===== src/rtl/mem_slave_responder_if.sv =====
// Valid/ready single-beat write channel between an interconnect slave port and its responder.
interface mem_slave_responder_if #(
    parameter int unsigned ADDR_W = 3,
    parameter int unsigned DATA_W = 3
) ();

    logic              valid;
    logic [ADDR_W-1:0] addr;
    logic [DATA_W-1:0] value;
    logic              ready;

    modport master (
        output valid,
        output addr,
        output value,
        input  ready
    );

    modport slave (
        input  valid,
        input  addr,
        input  value,
        output ready
    );

endinterface


===== src/rtl/mem_slave_responder.sv =====
// Slave-side write responder: programmable wait states, 8-entry register file,
// one-cycle ready pulse, sticky master protocol-violation flag.
module mem_slave_responder #(
    parameter int unsigned ADDR_W      = 3,
    parameter int unsigned DATA_W      = 3,
    parameter int unsigned WAIT_CYCLES = 2,
    parameter int unsigned CNT_W       = 8
) (
    input  logic                  clk,
    input  logic                  rst,
    mem_slave_responder_if.slave  bus,
    input  logic                  i_stall,
    output logic                  o_busy,
    input  logic [ADDR_W-1:0]     i_rd_addr,
    output logic [DATA_W-1:0]     o_rd_data,
    output logic [CNT_W-1:0]      o_wr_count,
    output logic                  o_proto_err
);

    localparam int unsigned Depth = 2 ** ADDR_W;
    localparam int unsigned CntW  = (WAIT_CYCLES > 1) ? $clog2(WAIT_CYCLES) : 1;
    localparam logic [CNT_W-1:0] WrCountMax = '1;

    typedef enum logic [1:0] {StIdle, StWait, StAck} state_e;

    state_e            r_state;
    state_e            w_state_d;
    logic [CntW-1:0]   r_cnt;
    logic [CntW-1:0]   w_cnt_d;
    logic [ADDR_W-1:0] r_addr;
    logic [DATA_W-1:0] r_value;
    logic [DATA_W-1:0] r_mem [Depth];
    logic [CNT_W-1:0]  r_wr_count;
    logic              r_proto_err;
    logic              r_ready;
    logic              r_busy;

    logic w_latch;
    logic w_commit;
    logic w_err_set;
    logic w_mismatch;

    always_comb begin
        w_state_d  = r_state;
        w_cnt_d    = r_cnt;
        w_latch    = 1'b0;
        w_commit   = 1'b0;
        w_err_set  = 1'b0;
        w_mismatch = (bus.addr != r_addr) || (bus.value != r_value);
        unique case (r_state)
            StIdle: begin
                if (bus.valid && !i_stall) begin
                    w_latch = 1'b1;
                    if (WAIT_CYCLES == 0) begin
                        w_state_d = StAck;
                    end else begin
                        w_state_d = StWait;
                        w_cnt_d   = CntW'(WAIT_CYCLES - 1);
                    end
                end
            end
            StWait: begin
                if (!bus.valid) begin
                    w_err_set = 1'b1;
                    w_state_d = StIdle;
                end else begin
                    w_err_set = w_mismatch;
                    if (!i_stall) begin
                        if (r_cnt == '0) begin
                            w_state_d = StAck;
                        end else begin
                            w_cnt_d = r_cnt - 1'b1;
                        end
                    end
                end
            end
            StAck: begin
                // Stall is ignored here: the ready pulse is already committed.
                w_state_d = StIdle;
                if (bus.valid) begin
                    w_commit  = 1'b1;
                    w_err_set = w_mismatch;
                end else begin
                    w_err_set = 1'b1;
                end
            end
            default: w_state_d = StIdle;
        endcase
    end

    always_ff @(posedge clk) begin
        if (rst) begin
            r_state     <= StIdle;
            r_cnt       <= '0;
            r_addr      <= '0;
            r_value     <= '0;
            r_wr_count  <= '0;
            r_proto_err <= 1'b0;
            r_ready     <= 1'b0;
            r_busy      <= 1'b0;
            for (int i = 0; i < Depth; i++) begin
                r_mem[i] <= '0;
            end
        end else begin
            r_state <= w_state_d;
            r_cnt   <= w_cnt_d;
            r_ready <= (w_state_d == StAck);
            r_busy  <= (w_state_d != StIdle);
            if (w_latch) begin
                r_addr  <= bus.addr;
                r_value <= bus.value;
            end
            if (w_commit) begin
                r_mem[r_addr] <= r_value;
                if (r_wr_count != WrCountMax) begin
                    r_wr_count <= r_wr_count + 1'b1;
                end
            end
            if (w_err_set) begin
                r_proto_err <= 1'b1;
            end
        end
    end

    assign bus.ready   = r_ready;
    assign o_busy      = r_busy;
    assign o_rd_data   = r_mem[i_rd_addr];
    assign o_wr_count  = r_wr_count;
    assign o_proto_err = r_proto_err;

endmodule

===== src/flat_wrapper.sv =====
// flat-port wrapper written by rule: the top's interface ports become plain ports
module mem_slave_responder_flat 
#(
    parameter int unsigned ADDR_W      = 3,
    parameter int unsigned DATA_W      = 3,
    parameter int unsigned WAIT_CYCLES = 2,
    parameter int unsigned CNT_W       = 8
)
  (clk, rst, i_stall, o_busy, i_rd_addr, o_rd_data, o_wr_count, o_proto_err, bus_valid, bus_addr, bus_value, bus_ready);
  mem_slave_responder_if #(.ADDR_W(ADDR_W), .DATA_W(DATA_W)) bus_i ();
  input  logic clk;
  input  logic rst;
  input  logic i_stall;
  output logic o_busy;
  input  logic [ADDR_W-1:0] i_rd_addr;
  output logic [DATA_W-1:0] o_rd_data;
  output logic [CNT_W-1:0] o_wr_count;
  output logic o_proto_err;
  input wire logic [$bits(bus_i.valid)-1:0] bus_valid;
  input wire logic [$bits(bus_i.addr)-1:0] bus_addr;
  input wire logic [$bits(bus_i.value)-1:0] bus_value;
  output wire logic [$bits(bus_i.ready)-1:0] bus_ready;
  assign bus_i.valid = bus_valid;
  assign bus_i.addr = bus_addr;
  assign bus_i.value = bus_value;
  assign bus_ready = bus_i.ready;
  mem_slave_responder #(.ADDR_W(ADDR_W), .DATA_W(DATA_W), .WAIT_CYCLES(WAIT_CYCLES), .CNT_W(CNT_W)) u_core (.clk(clk), .rst(rst), .bus(bus_i), .i_stall(i_stall), .o_busy(o_busy), .i_rd_addr(i_rd_addr), .o_rd_data(o_rd_data), .o_wr_count(o_wr_count), .o_proto_err(o_proto_err));
endmodule

===== config.mk =====
export PLATFORM = sky130hd
export DESIGN_NAME = mem_slave_responder_flat
export DESIGN_NICKNAME = d
export VERILOG_FILES = /design/src/rtl/mem_slave_responder_if.sv /design/src/rtl/mem_slave_responder.sv /design/src/flat_wrapper.sv
export SDC_FILE = /design/constraint.sdc
export NUM_CORES = 1
export LEC_CHECK = 0
export BUFFER_PORTS_ARGS = -buffer_cell sky130_fd_sc_hd__buf_4
export CORE_ASPECT_RATIO = 0.9
export CORE_MARGIN = 2
export CORE_UTILIZATION = 30
export DETAILED_ROUTE_END_ITERATION = 8
export SLEW_MARGIN = 20
export SYNTH_ARGS = -nofsm -noshare
export SYNTH_HDL_FRONTEND = slang
export SYNTH_SLANG_ARGS = --single-unit

===== constraint.sdc =====
create_clock -name clk -period 2 [get_ports clk]
set_clock_uncertainty 0.1 [all_clocks]
set_input_delay 0.3 -clock clk [delete_from_list [all_inputs] [get_ports clk]]
set_output_delay 0.3 -clock clk [all_outputs]
set_load 0.005 [all_outputs]

# Yosys cells after proc, flatten, opt, wreduce, memory -nomap -nowiden
# Memory sizes are Yosys's and may differ from the RTL's.
# Index checks and enable logic that the tools add are counted.
# classes
n_addsub	2
eq_ne	9
n_mux	24
n_reduce_logical	10
# ops
cell	count
$mux 1	16
$add 8x1->8 const B	1
$mux 2	4
$ne 8x8->1 const B	1
$mux 3	2
$ne 3x3->1	2
$eq 2x2->1 const B	2
$ne 2x2->1 const B	2
$pmux 2 s2	1
$reduce_and 4->1	1
$reduce_bool 2->1	2
$reduce_or 3->1	1
$eq 2x1->1 const B	1
$logic_not 2->1	1
$ne 2x1->1 const B	1
$pmux 1 s2	1
$reduce_and 2->1	1
$reduce_or 2->1	1
$logic_and 1x1->1	1
$logic_not 1->1	1
$logic_or 1x1->1	1
$sub 1x1->1 const B	1
# totals
ff_bits	20
mem_bits_rw	24
input_bits	13
out_inout_bits	14
elab_cells	54
memories	1
# mem_list
name	words	width	read_ports	rd_ports_with_merged_regs	write_ports	line_no	source
u_core.r_mem	8	3	1	0	8	mem_slave_responder.sv:32	logic [DATA_W-1:0] r_mem [Depth];

# Longest topological paths before layout
# Gate-level depths: netlist of the first run.
# logic_depth
depth_word	7
depth_mapped	7
depth_no_buf	6

# Least setup slack after synthesis of the first run
# No wires, ideal clock.
# synth_path
path_kind	reg2reg
from	reg u_core.r_state[0]
to	mem u_core.r_mem[0][0] (enable)
setup_ps	294
arrival_time_ps	1386
path_slack_ps	220
path_stages_with_launch	7
path_buffers	0
path_cell_list	dfxtp_1 > inv_1 > ha_1 > nand2_1 > or3_4 > nor3_2 > or2_2
# synth_lines
item	line_no	source
start: declaration	mem_slave_responder.sv:26	state_e r_state;
start signal: assignment	mem_slave_responder.sv:93	r_state <= StIdle;
start signal: assignment	mem_slave_responder.sv:105	r_state <= w_state_d;
end: declaration	mem_slave_responder.sv:32	

# Worst setup path in the final report of the first run
# layout_path
from	mem u_core.r_mem[3][1]
to	out o_rd_data[1]
# layout_between
elab_chain_len	1
# layout_rtl
item	line_no	source
$mem_v2 8x3	--	
end: declaration	flat_wrapper.sv:16	output logic [DATA_W-1:0] o_rd_data;
# No other way between the ends.

==> results.txt, run 1 <==
FMAX: 503 MHz
CP Launch Type: flip-flop
total CTS buffers: 5
max cap viols: 0
final hold violations: 0
status: finished, final reports clean
Design Area, Final: 2570 um2
Net count, final: 236
Synth area leaders: edfxtp_1, dfxtp_1, and2_1
CTS root buf: clkbuf_8
Final Cycle Share: 0.993
synth-to-layout area growth: 20.5%
worst path buffer plus inverter count: 1
final WL: 4.29 mm
Critical R2R Launch: u_core.r_state[0]
die height: 84 um
die width: 92.9 um
vias in the first global route: 1462
post-route ant nets: 0
GRT Util Overall: 0.121
CTS clk-pin slew, worst paths: 80 ps
I/O Buffers: 26
RePlAce Congestion: 0.792
crit path launch: u_core.r_mem[3][1]
Leak: 1.00 nW
post-synthesis cell area: 2130 um2
fin. max-slew vios: 0
slowest CP cell: mux4_2
Post-synth EDFFs: 24
total die area: 7800 um2
path depth of the worst reg2reg path: 6
Post-Syn Nets: 209
largest net degree at the start of global routing: 25
final critical-path required period: 1990 ps
total chip power: 1.89 mW
boundary pin count: 27
post-detail-place hpwl: 3.16 mm
Syn Inst Count: 192
htree depth: 2
DR vias/cell: 4.61
CP Capture Type: output port
Critical Path AT: 1590 ps
worst slew pin tran: 369 ps
post-synth top area cell: edfxtp_1
RSZ-0062 raised after global routing: true
share of layout cells above drive strength 1: 0.273
Initial Utilization: 0.306
# DRC: 0
CTS tree: yes
VDD IR max: 339 uV
GRT overflow: 0
final core occ: 0.369
Post-synth top flop: edfxtp_1
Inserted Diodes: 0
CTS Sinks: 44
total power per unit cell area: 737 nW/um2
flops & latches, synth: 44
commonest non-fill, non-tap cell in the layout: buf_4
Synth top area share: 0.338
Min-Delay Path Class: input pin to flip-flop
first-pass GRT wire length: 7.37 mm
commonest cells after routing, fill and taps aside: buf_4, and2_1, edfxtp_1
Slew HR: 0.754
core area: 6970 um2
CP required: 1600 ps
drt initial violations: 79
latest clock arrival within the worst-skew pair: 300 ps
clk buf depth: 2
sequential area share after synthesis: 0.526
Row Count: 29
Post-synth ARST share: 0
final setup vio count: 0
1st-pass router iterations: 4
CP Class: flip-flop to output port
Yosys warning count: 0
routed vias: 1444
cell family with most CP delay: multiplexers
cell count after placement: 305
syn_area_per_cell: 11.1 um2
DP Area: 2430 um2
CTS Hold Buffers Added: 0
r2r setup slk: 160 ps
final std cells w/o fill: 313
CP max FO: 1
crit-path cells: mux4_2 -> mux2_4 -> buf_6
Synth cell types: 36
Worst path depth: 3
post-DR wirelength/cell: 13.7 um
slowest stage delay, CP: 470 ps
worst r2r dst: u_core.r_mem[1][2]
Worst setup endpoint: o_rd_data[1]
initial antenna violation count: 0
[per-layer routing]
layer  track usage  routed length (um)  vias to the layer above
li1              -                   -                      740
met1         0.171                2130                      675
met2         0.179                1940                       23
met3        0.0388                 173                        6
met4        0.0321                  48                        0
met5             0                   0                        -
[metrics by stage]
stage	setup WS, ps	TNS [ps]	hold WS, ps
2_1_floorplan	220	0	348
3_3_place_gp	173	0	399
3_5_place_dp	155	0	401
4_1_cts	-8.44	-12.1	86.2
5_1_grt	-41.9	-87.2	75.7
6_report	13.1	0	86.1
[cell usage after synthesis (3+ instances only)]
cell,count
xor2_1,7
and2_1,24
or2_2,8
a211oi_1,3
edfxtp_1,24
inv_1,5
nor2_1,15
mux4_2,6
a21oi_1,10
ha_1,4
nand2_1,14
clkbuf_1,6
mux2_2,3
nor3_1,6
nand3_1,8
a31oi_1,4
dfxtp_1,20
[how the worst min path moves through the flow]
stage                     start                 to  slack [ps]  cells after the start
4_1_cts                     rst  u_core.r_value[2]          90                      2
6_report                    rst   u_core.r_addr[2]          90                      2
5_1_grt                     rst  u_core.r_value[2]          80                      2
3_5_place_dp   u_core.r_addr[2]   u_core.r_addr[2]         400                      2
2_1_floorplan       bus_addr[2]   u_core.r_addr[2]         350                      2
3_3_place_gp   u_core.r_addr[2]   u_core.r_addr[2]         400                      2
[registers in the layout, indices dropped and copies added, names as in the netlist]
register / flops
u_core.bus.ready: 1
u_core.o_busy: 1
u_core.o_proto_err: 1
u_core.o_wr_count: 8
u_core.r_addr: 3
u_core.r_cnt: 1
u_core.r_mem: 24
u_core.r_state: 2
u_core.r_value: 3
[repair_timing]
item                                    4_1_cts  5_1_grt
gates resized for setup                       2        4
endpoints found under the setup margin        2        3
setup buffers                                 0        0
[area by class of cell]
cell class / count / area (um2)
repair buffers: 30 / 236
clock buffers: 6 / 82.6
fillers: 715 / 4400
inverters: 5 / 18.8
clock inverters: 2 / 38.8
flip-flops and latches: 44 / 1120
multi-input cells: 133 / 957
well taps: 93 / 116
[kinds of logic after synthesis]
group,after synthesis,share of synthesized area
AND/OR/NAND/NOR,87,0.222
flip-flops,44,0.526
AO/OA/AOI/OAI,24,0.0804
buffers and inverters,15,0.0311
multiplexers,11,0.0886
XOR/XNOR,7,0.0287
adder cells (fa/ha/maj),4,0.0235
[report_power, final]
part | internal [mW] | total, mW | switching (mW) | leakage (nW)
Clock | 0.409 | 0.724 | 0.316 | 0.0614
Combinational | 0.0904 | 0.164 | 0.0735 | 0.529
Sequential | 0.980 | 1.01 | 0.0265 | 0.410
Note: power is estimated with default switching activity, not from simulation.
==> inputs of run 2 (changes only) <==
Settings changed: BUFFER_PORTS_ARGS -buffer_cell sky130_fd_sc_hd__buf_4 to -buffer_cell sky130_fd_sc_hd__buf_2.
==> run 2 against run 1 <==
  * Power decreased by 1.6%
  * Via count decreased by 0.69%
  * Clock power is 3% lower
  * Cell count rose by 0.32%
  * Final area fell by 1.8%
  * Sequential power about the same
  * Non-clock buffer count up 1
  * Register-to-register slack gained 60 ps
  * Wire length fell by 5.5%
  * Count of clock-buffer cells in the layout decreased by 1
  * Hold slack better by 42 ps
  * Global-route usage decreased by 0.74 points
  * Critical path type unchanged
  * Largest cell class unchanged
==> results.txt, run 2 (same netlist as run 1, synthesis figures left out) <==
total chip power: 1.86 mW (-1.6%)
final setup vio count: 0 (unchanged)
I/O Buffers: 26 (unchanged)
worst slew pin tran: 366 ps (-2.54 ps)
GRT overflow: 0 (unchanged)
die height: 84 um (unchanged)
max cap viols: 0 (unchanged)
Initial Utilization: 0.306 (unchanged)
Net count, final: 237 (+0.42%)
path depth of the worst reg2reg path: 6 (unchanged)
final std cells w/o fill: 314 (+0.32%)
1st-pass router iterations: 4 (unchanged)
Min-Delay Path Class: input pin to flip-flop
die width: 92.9 um (unchanged)
CP Capture Type: output port
VDD IR max: 407 uV (+20%)
boundary pin count: 27 (unchanged)
post-detail-place hpwl: 2.97 mm (-6.1%)
max reg flops: 24 (unchanged)
CP Launch Type: flip-flop
final core occ: 0.362 (-0.00682)
core area: 6970 um2 (unchanged)
cell count after placement: 306 (+0.33%)
vias in the first global route: 1415 (-3.2%)
total power per unit cell area: 739 nW/um2 (+0.28%)
r2r setup slk: 220 ps (+60 ps)
fin. max-slew vios: 0 (unchanged)
post-DR wirelength/cell: 12.9 um (-5.8%)
final WL: 4.05 mm (-5.5%)
initial antenna violation count: 0 (unchanged)
CP Class: flip-flop to output port
CP required: 1600 ps (about the same)
Critical Path AT: 1570 ps (-20 ps)
first-pass GRT wire length: 6.95 mm (-5.7%)
hold_sp: rst
CTS clk-pin slew, worst paths: 90 ps (about the same)
routed vias: 1434 (-0.69%)
CTS root buf: clkbuf_8
GRT Util Overall: 0.114 (-0.00742)
Final Cycle Share: 0.987 (-0.00687)
Post-CTS Setup Inserts: 0 (unchanged)
Leak: 0.983 nW (-1.7%)
htree depth: 2 (unchanged)
clk buf depth: 2 (unchanged)
Hold Path Depth: 2 (unchanged)
CTS Sinks: 44 (unchanged)
Sequential Area: 1120 um2 (unchanged)
drt initial violations: 70 (-11%)
footprint of the multi-input gates: 972 um2 (+1.6%)
CTS Hold Buffers Added: 0 (unchanged)
largest net degree at the start of global routing: 25 (unchanged)
Slew HR: 0.755 (+0.00187)
Design Area, Final: 2520 um2 (-1.8%)
CP max FO: 1 (unchanged)
Largest Register: u_core.r_mem
commonest cells after routing, fill and taps aside: and2_1, buf_2, edfxtp_1
FMAX: 507 MHz (+0.70%)
RePlAce Congestion: 0.792 (unchanged)
DP Area: 2370 um2 (-2.4%)
final critical-path required period: 1970 ps (-13.7 ps)
WHS Endpoint: u_core.r_addr[2]
CTS tree: yes
post-route ant nets: 0 (unchanged)
share of layout cells above drive strength 1: 0.294 (+0.0214)
total die area: 7800 um2 (unchanged)
DR vias/cell: 4.57 (-1.0%)
Critical R2R Launch: u_core.r_state[0]
synth-to-layout area growth: 18.3%
final hold slack: 128 ps (+41.7 ps)
Inserted Diodes: 0 (unchanged)
# DRC: 0 (unchanged)
total CTS buffers: 5 (unchanged)
final hold violations: 0 (unchanged)
RSZ-0062 raised after global routing: true
status: finished, final reports clean
fillcell total: 717 (+0.28%)
worst r2r dst: u_core.r_mem[0][1]
Row Count: 29 (unchanged)
latest clock arrival within the worst-skew pair: 300 ps (about the same)
-- run 2: worst max path at each step --
stage	start	end	depth (start not counted)
6_report	u_core.r_mem[2][2]	o_rd_data[2]	3
5_1_grt	u_core.r_mem[6][1]	o_rd_data[1]	3
4_1_cts	u_core.r_mem[2][2]	o_rd_data[2]	3
3_5_place_dp	u_core.r_state[0]	u_core.r_mem[4][1]	6
3_3_place_gp	i_rd_addr[0]	o_rd_data[2]	4
2_1_floorplan	u_core.r_state[0]	u_core.r_mem[0][0]	6
-- run 2: what timing repair did --
item,CTS,global route
hold endpoints to repair,0,0
gates resized for setup,0,9
setup endpoints to repair,0,17
-- run 2: where the power goes --
part	total [mW]	switching (mW)	leakage (nW)	internal (mW)
Sequential	1.00	0.0255	0.410	0.979
Combinational	0.155	0.0755	0.518	0.0792
Clock	0.705	0.328	0.0548	0.376
-- run 2: routing by layer --
| layer | wire, um | up-vias | GRT usage |
|---|---|---|---|
| met5 | 0 | - | 0 |
| met4 | 44 | 0 | 0.0361 |
| met3 | 177 | 5 | 0.0316 |
| met2 | 1780 | 26 | 0.173 |
| met1 | 2050 | 664 | 0.157 |
| li1 | - | 739 | - |
-- run 2: cell type report --
class,instances,area share
inverter,5,0.00744
sequential,44,0.444
clock buffer,5,0.0273
timing repair buffer,31,0.0714
multi-input combinational,133,0.385
clock inverter,3,0.0183
tap,93,0.0461
-- run 2: worst max-delay path: stages (launching register included) --
cell and delay, ps:
edfxtp_1 400, mux4_2 480, mux2_4 280, buf_6 110
-- run 2: through the flow --
step                setup TNS (ps)  setup slack [ps]
CTS                              0              17.2
floorplan                        0               220
detailed placement               0               145
finish                           0              26.8
global route                 -39.4             -22.7
global placement                 0               170
==> inputs of run 3 (changes only) <==
Settings changed: HOLD_SLACK_MARGIN from default to 0.15.
==> run 3 against run 2 <==
  * Register-to-register slack hardly changed
  * Clock power barely moved
  * Setup slack improved by 1.5 ps
  * First-iteration DRC count fell by 2.9%
  * Critical path type unchanged
  * Critical endpoint unchanged
  * Highest routed layer unchanged
==> results.txt, run 3 (same netlist as run 1, synthesis figures left out) <==
I/O Buffers: 26 (unchanged)
Final Cycle Share: 0.986 (about the same)
RSZ-0062 raised after global routing: true
CP Class: flip-flop to output port
first-pass GRT wire length: 6.96 mm (+0.20%)
latest clock arrival within the worst-skew pair: 300 ps (about the same)
cell count after placement: 306 (unchanged)
final critical-path required period: 1970 ps (-1.46 ps)
total chip power: 1.87 mW (about the same)
Net count, final: 238 (+0.42%)
max cap viols: 0 (unchanged)
post-DR wirelength/cell: 12.9 um (-0.22%)
post-detail-place hpwl: 2.97 mm (unchanged)
Row Count: 29 (unchanged)
fillcell total: 717 (unchanged)
synth-to-layout area growth: 18.8%
final WL: 4.06 mm (about the same)
max reg flops: 24 (unchanged)
final hold violations: 0 (unchanged)
CTS Sinks: 44 (unchanged)
RePlAce Congestion: 0.792 (unchanged)
final setup TNS: 0 ps (unchanged)
Inserted Diodes: 0 (unchanged)
GRT overflow: 0 (unchanged)
Largest Register: u_core.r_mem
GRT Util Overall: 0.114 (+0.000190)
drt initial violations: 68 (-2.9%)
Leak: 0.987 nW (+0.42%)
die width: 92.9 um (unchanged)
Critical Path AT: 1570 ps (about the same)
initial antenna violation count: 0 (unchanged)
htree depth: 2 (unchanged)
status: finished, final reports clean
CTS tree: yes
boundary pin count: 27 (unchanged)
CTS root buf: clkbuf_8
VDD IR max: 407 uV (about the same)
clk buf depth: 2 (unchanged)
slowest CP cell: mux4_2
slowest stage delay, CP: 480 ps (about the same)
total power per unit cell area: 736 nW/um2 (-0.33%)
crit-path cells: mux4_2 -> mux2_4 -> buf_6
share of layout cells above drive strength 1: 0.293 (-0.00132)
post-route ant nets: 0 (unchanged)
vias in the first global route: 1421 (+0.42%)
core area: 6970 um2 (unchanged)
fin. max-slew vios: 0 (unchanged)
final setup vio count: 0 (unchanged)
Min-Delay Path Class: input pin to flip-flop
Initial Utilization: 0.306 (unchanged)
CP required: 1600 ps (about the same)
total CTS buffers: 5 (unchanged)
# DRC: 0 (unchanged)
FMAX: 507 MHz (about the same)
footprint of the multi-input gates: 972 um2 (unchanged)
Sequential Area: 1120 um2 (unchanged)
Slew HR: 0.756 (about the same)
routed vias: 1447 (+0.91%)
CP Capture Type: output port
worst slew pin tran: 366 ps (-0.507 ps)
CP Launch Type: flip-flop
total die area: 7800 um2 (unchanged)
Place WS: 145 ps (unchanged)
largest net degree at the start of global routing: 25 (unchanged)
post-route setup slack: 28.3 ps (+1.46 ps)
commonest cells after routing, fill and taps aside: and2_1, buf_2, edfxtp_1
CP max FO: 1 (unchanged)
final core occ: 0.364 (+0.00144)
final std cells w/o fill: 315 (+0.32%)
DR vias/cell: 4.59 (+0.59%)
1st-pass router iterations: 4 (unchanged)
die height: 84 um (unchanged)
CTS clk-pin slew, worst paths: 90 ps (about the same)
-- run 3: cell types whose count changed in the layout (fill, tap and decap cells not counted) --
| cell | previous run | this run |
|---|---|---|
| dlygate4sd3_1 | 0 | 1 |
-- run 3: worst paths after layout --
| kind | from | to | slack [ps] | cells after the start |
|---|---|---|---|---|
| hold reg to reg | u_core.r_addr[2] | u_core.r_addr[2] | 420 | 2 |
| setup reg to reg | u_core.r_state[0] | u_core.r_mem[0][1] | 220 | 6 |
| hold / removal | bus_value[2] | u_core.r_value[2] | 160 | 3 |
| setup / recovery | u_core.r_mem[2][2] | o_rd_data[2] | 30 | 3 |
-- run 3: metrics by stage --
| stage | hold WS, ps | area (um2) |
|---|---|---|
| floorplan | 348 | 2130 |
| global placement | 402 | 2370 |
| detailed placement | 406 | 2370 |
| CTS | 157 | 2490 |
| global route | 156 | 2530 |
| finish | 156 | 2530 |
-- run 3: layout make-up --
cell class	instances	area share
flip-flops and latches	44	0.442
multi-input cells	133	0.384
repair buffers	32	0.0751
well taps	93	0.0459
clock buffers	5	0.0272
clock inverters	3	0.0183
inverters	5	0.00741
-- run 3: critical path, delay by kind of cell (launching register included) --
| family | cells | cell delay (ps) |
|---|---|---|
| muxes | 2 | 760 |
| DFF | 1 | 400 |
| buffers and inverters | 1 | 110 |
-- run 3: where the power goes --
group	switching, mW	internal (mW)
Clock	0.328	0.376
Sequential	0.0257	0.979
Combinational	0.0758	0.0805
Total	0.429	1.44
-- run 3: repair_timing --
action,CTS,global route
resized for setup,0,9
hold buffers,1,0
endpoints found under the setup margin,0,17
hold endpoints to repair,1,0
setup buffers,0,0
-- run 3: routing by layer --
metal / wire [um] / global-route usage
met5: 0 / 0
met1: 2040 / 0.158
met2: 1780 / 0.173
met3: 188 / 0.0316
met4: 44 / 0.0361
